[src/rtl/fetch_queue_unit.sv]
// Instruction-fetch front end: registered PC, one outstanding imem request,
// and a small PC+instruction FIFO drained by the decoder. Redirects flush and refetch.
module fetch_queue_unit #(
  parameter logic [31:0] RESET_PC = 32'h0000_0000,
  parameter int          DEPTH    = 4,
  parameter int          CNT_W    = 3
) (
  input  logic             clock,
  input  logic             reset,
  output logic             imem_req,
  output logic [31:0]      imem_addr,
  input  logic             imem_ack,
  input  logic [31:0]      imem_rdata,
  input  logic             redirect_valid,
  input  logic [31:0]      redirect_pc,
  output logic             inst_valid,
  output logic [31:0]      inst_pc,
  output logic [31:0]      inst_data,
  input  logic             inst_ready,
  output logic [CNT_W-1:0] queue_count
);

  localparam int              PTR_W = $clog2(DEPTH);
  localparam logic [CNT_W-1:0] FULL = CNT_W'(DEPTH);

  typedef enum logic [1:0] {IDLE, REQ, DRAIN} state_t;

  state_t                      state_q, state_d;
  logic [31:0]                 pc_q, pc_d;
  logic [31:0]                 drain_addr_q, drain_addr_d;
  logic [PTR_W-1:0]            rd_ptr_q, rd_ptr_d, wr_ptr_q, wr_ptr_d;
  logic [CNT_W-1:0]            count_q, count_d;
  logic [31:0]                 inst_pc_q, inst_pc_d, inst_data_q, inst_data_d;
  logic [DEPTH-1:0][31:0]      ent_pc_q, ent_pc_d, ent_data_q, ent_data_d;

  logic [31:0]                 redir_pc;
  logic                        push, pop;
  logic [CNT_W-1:0]            cnt_after_pop;

  always_comb begin
    redir_pc      = redirect_pc & 32'hFFFF_FFFC;
    pop           = (count_q != '0) && inst_ready;
    push          = (state_q == REQ) && imem_ack && !redirect_valid;
    cnt_after_pop = count_q - CNT_W'(pop);
    count_d       = redirect_valid ? '0 : cnt_after_pop + CNT_W'(push);
  end

  // Fetch FSM: a request, once raised, holds its address until acked.
  always_comb begin
    state_d      = state_q;
    pc_d         = pc_q;
    drain_addr_d = drain_addr_q;
    case (state_q)
      IDLE: begin
        if (redirect_valid) begin
          pc_d    = redir_pc;
          state_d = REQ;
        end else if (count_d < FULL) begin
          state_d = REQ;
        end
      end
      REQ: begin
        if (redirect_valid) begin
          pc_d = redir_pc;
          if (!imem_ack) begin
            drain_addr_d = pc_q;
            state_d      = DRAIN;
          end
        end else if (imem_ack) begin
          pc_d = pc_q + 32'd4;
          if (count_d >= FULL) state_d = IDLE;
        end
      end
      DRAIN: begin
        if (redirect_valid) pc_d = redir_pc;
        if (imem_ack) state_d = REQ;
      end
      default: state_d = IDLE;
    endcase
  end

  always_comb begin
    ent_pc_d   = ent_pc_q;
    ent_data_d = ent_data_q;
    if (push) begin
      ent_pc_d[wr_ptr_q]   = pc_q;
      ent_data_d[wr_ptr_q] = imem_rdata;
    end
    if (redirect_valid) begin
      rd_ptr_d = '0;
      wr_ptr_d = '0;
    end else begin
      rd_ptr_d = rd_ptr_q + PTR_W'(pop);
      wr_ptr_d = wr_ptr_q + PTR_W'(push);
    end
  end

  // Head registers are loaded with the next head so the decoder sees pure flop outputs;
  // a push into an otherwise empty queue bypasses storage to meet the 1-cycle latency.
  always_comb begin
    inst_pc_d   = inst_pc_q;
    inst_data_d = inst_data_q;
    if (count_d != '0) begin
      if (cnt_after_pop == '0) begin
        inst_pc_d   = pc_q;
        inst_data_d = imem_rdata;
      end else begin
        inst_pc_d   = ent_pc_q[rd_ptr_d];
        inst_data_d = ent_data_q[rd_ptr_d];
      end
    end
  end

  always_ff @(posedge clock or posedge reset) begin
    if (reset) begin
      state_q      <= IDLE;
      pc_q         <= RESET_PC;
      drain_addr_q <= '0;
      rd_ptr_q     <= '0;
      wr_ptr_q     <= '0;
      count_q      <= '0;
      inst_pc_q    <= '0;
      inst_data_q  <= '0;
      ent_pc_q     <= '0;
      ent_data_q   <= '0;
    end else begin
      state_q      <= state_d;
      pc_q         <= pc_d;
      drain_addr_q <= drain_addr_d;
      rd_ptr_q     <= rd_ptr_d;
      wr_ptr_q     <= wr_ptr_d;
      count_q      <= count_d;
      inst_pc_q    <= inst_pc_d;
      inst_data_q  <= inst_data_d;
      ent_pc_q     <= ent_pc_d;
      ent_data_q   <= ent_data_d;
    end
  end

  always_comb begin
    imem_req  = (state_q != IDLE);
    imem_addr = (state_q == REQ)   ? pc_q :
                (state_q == DRAIN) ? drain_addr_q : 32'h0;
  end

  assign inst_valid  = (count_q != '0);
  assign inst_pc     = inst_pc_q;
  assign inst_data   = inst_data_q;
  assign queue_count = count_q;

endmodule

[config.mk]
export PLATFORM = sky130hd
export DESIGN_NAME = fetch_queue_unit
export DESIGN_NICKNAME = d
export VERILOG_FILES = /design/src/rtl/fetch_queue_unit.sv
export SDC_FILE = /design/constraint.sdc
export NUM_CORES = 1
export LEC_CHECK = 0
export BUFFER_PORTS_ARGS = -buffer_cell sky130_fd_sc_hd__clkbuf_2
export CORE_AREA = 2 2 189 191
export DETAILED_ROUTE_END_ITERATION = 7
export DIE_AREA = 0 0 191 193
export PLACE_DENSITY = 0.73
export SETUP_SLACK_MARGIN = 0.15
export SYNTH_ARGS = -nofsm -noshare
export SYNTH_HDL_FRONTEND = slang
export SYNTH_SLANG_ARGS = --single-unit
[constraint.sdc]
create_clock -name clock -period 14.6 [get_ports clock]
set_clock_uncertainty 0.1 [all_clocks]
set_input_delay 0.73 -clock clock [delete_from_list [all_inputs] [get_ports clock]]
set_output_delay 0.73 -clock clock [all_outputs]
set_load 0.01 [all_outputs]
==> run metrics <==
pre-CTS setup slack 9.33 ns; post-synth top area share 54.3%; Synth Area in XOR/XNOR 0.150%; Avg WL per Cell 21.0 um; sequential area share after synthesis 54.3%; drt drc 0; Top FF cell, synth dfrtp_1; ranking of synthesized cells by area dfrtp_1 (54%), mux2_2 (16%), mux4_2 (7.2%); Ys Warns 0; Core ar. 35000 um^2; CP max stage cell buf_4; setup_tns 0 ns; PortBufs 163; Reg clk slew, reported paths 0.06 ns; Critical Path RT 14.95 ns; vias in the first global route 12000; Die Height 193 um; CP peak stage delay 0.78 ns; ANT cells 0; CTS Buf Count 41; achievable clock frequency 210 MHz; register bit total from synthesis 379; max layer used met5; R2R depth 11; Slew Viols, Final 0; Mapped Cells 1367; Vias/cell 5.92; maximum vdd ir drop 0.000152 V; outcome completed; Post-Place Cells 1883; Worst R2R End inst_data[10]$_DFFE_PP0P_; Total GRT Usage 22.8%; switching pwr 1.71 mW; area of the mapped netlist 17500 um^2; Setup crit start redirect_valid; DRT iter0 DRCs 741; Top delay family on crit path simple AND/OR/NAND/NOR gates; r2r startpoint state_q[0]$_DFFE_PP0P_; Finished Core Util 56.5%; post-synthesis mux area share 26.0%; Power Density 231 nW/um^2; worst setup margin 9.83 ns; critical path type input pin to flip-flop; cells along the critical path clkbuf_2, nand2b_1, or3_1, inv_1, ha_1, ha_1, nor2b_1, mux2_2, or3_4, buf_4, nor2_1, a31oi_1; endpoint class of the critical path flip-flop; Final Hold Viols 0; Worst Path Buf+Inv 3; fill count 2872; Post-Synth Adder-Cell Area 0.501%; Comb power frac 38.4%; hold_buf cts 0; post-route ant nets 0; Worst R2R Setup Slack 9.96 ns; clock share of power 22.8%; Synth async-reset ratio 100%; share of power burned in registers 38.9%; met2 WL post-DR 19.6 mm; Slew @ Worst Pin 1.33 ns; HP Class input pin to asynchronous set/reset pin; Max-cap violations 0; pin count of the biggest net entering global routing 186; Final nets 1541; biggest area consumer among synthesized cells dfrtp_1; Compound-Gate Fraction of Synth Area 6.97%; post-CTS sizing 0; antenna violations before repair 1; H-tree depth 2; fraction of layout cells with a size suffix above 1 37.8%; setup violators final 0; worst skew pair latency 0.54 ns; M1 WL 18.1 mm; CP max FO 78; Leak 9.06 nW; Netlist cell types 57; vias 11600; top-count cell post-synth dfrtp_1; Pint 2.86 mW; simple-gate area share of the yosys netlist 8.12%; Max clock buf depth 3; critical path startpoint category input pin; IO Pins 170; synth cell count leaders dfrtp_1 (379), mux2_2 (251), nand2_1 (154); period utilization 32.7%; Sw Share 37.3%; min cycle time layout 4.77 ns; wire length on met3 2.55 mm; worst-case hold slack 0.224 ns; combinational family with the most area after synthesis multiplexers; slew margin rel. 11.3%; row count 69; initial core utilization 50.0%; first-pass GRT wire length 65.9 mm; CP arrival 5.12 ns; setup bufs post-CTS 0; Syn Area/Cell 12.8 um^2; TritonCTS sink count 379; most frequent CP cell ha_1; number of synthesized flops with an enable pin 0; root buf cell clkbuf_16; Non-Filler Instances 1954; Die X-Extent 191 um; Remaining Overflow, GRT 0; Pre-antenna DRT Iters 5; CTS tree yes; die area 36900 um^2; HPWL after detailed placement 24.3 mm; synth-to-layout area growth 13.0%; Post-Route WL 41.0 mm; unrepaired setup endpoints after global routing no; routability cong. 0.867
-- registers in the layout, indices dropped and copies added (netlist names) --
name	flops
inst_data	32
wr_ptr_q	2
ent_data_q	128
drain_addr_q	30
pc_q	30
inst_pc	30
ent_pc_q	120
queue_count	3
rd_ptr_q	2
state_q	2
-- stage by stage --
| step | instance area [um^2] | power [mW] |
|---|---|---|
| 3_3_place_gp | 18400 | 3.48 |
| 6_report | 19800 | 4.57 |
| 3_5_place_dp | 18400 | 3.56 |
| 5_1_grt | 19800 | 4.89 |
| 4_1_cts | 19800 | 4.61 |
| 2_1_floorplan | 17500 | 3.02 |
-- cell type report --
type,count,area [um^2],share of cell area (%)
flip-flops and latches,379,9480,48.0
multi-input cells,855,7360,37.3
clock buffers,64,1250,6.35
repair buffers,178,941,4.76
well taps,461,577,2.92
clock inverters,7,88.8,0.450
inverters,10,45.0,0.228
-- routing by layer --
layer  vias up  track usage, %
li1       5168               -
met1      5965            32.1
met2       369            37.2
met3        63            4.18
met4         2            5.49
met5         -               0
-- worst reg2reg max path, cell delays in order (launching register included) --
cell and delay, ns:
dfrtp_1 0.52, nand2b_1 0.52, or3_1 0.72, inv_1 0.33
ha_1 0.21, ha_1 0.15, nor2b_1 0.12, mux2_2 0.22
or3_4 0.51, buf_4 0.79, nor2_1 0.17, a31oi_1 0.19
-- cell usage in the layout, fill, tap and decap left out, types with 4 or more instances in the layout --
cell | netlist | layout
clkbuf_16 | 0 | 43
nand3_1 | 20 | 19
ha_1 | 7 | 7
clkinv_2 | 0 | 4
a31oi_1 | 70 | 70
or4_1 | 5 | 5
a32oi_1 | 6 | 6
o22ai_1 | 6 | 6
clkbuf_8 | 0 | 10
nand4_1 | 7 | 7
and3_1 | 8 | 7
a2bb2oi_1 | 4 | 4
nor2_1 | 84 | 83
dfrtp_1 | 379 | 379
a22o_1 | 30 | 30
o21ai_0 | 21 | 21
conb_1 | 1 | 4
nor3_1 | 7 | 7
inv_1 | 10 | 8
mux2_1 | 26 | 26
buf_4 | 21 | 14
or3_1 | 8 | 7
nor2b_1 | 6 | 4
clkbuf_1 | 62 | 11
clkbuf_2 | 0 | 163
mux2_2 | 251 | 251
nand2_1 | 154 | 153
mux4_1 | 6 | 6
mux4_2 | 56 | 56
a21oi_1 | 27 | 26
-- worst max path at each step --
stage               slack, ns  depth (start not counted)                            to
global placement         9.46                         12     inst_data[10]$_DFFE_PP0P_
detailed placement       9.33                         12      inst_data[9]$_DFFE_PP0P_
CTS                      9.84                         12     inst_data[10]$_DFFE_PP0P_
floorplan                3.24                          1  drain_addr_q[10]$_DFFE_PP0P_
finish                   9.83                         12     inst_data[10]$_DFFE_PP0P_
global route             9.49                         12     inst_data[10]$_DFFE_PP0P_
-- logic make-up after synthesis --
| family | count (synthesis) |
|---|---|
| flops | 379 |
| buf+inv | 136 |
| simple gates | 319 |
| compound gates | 182 |
| xor+xnor | 3 |
| fa+ha+maj | 7 |
| other cells | 1 |
| mux | 340 |
-- power by group through the flow --
stage / registers (mW) / logic, mW / clock network (mW)
floorplan: 1.66 / 1.36 / 0
global placement: 1.76 / 1.72 / 0
detailed placement: 1.79 / 1.77 / 0
CTS: 1.77 / 1.78 / 1.06
global route: 1.83 / 1.95 / 1.11
finish: 1.78 / 1.75 / 1.04
(Power assumes the default switching activity.)
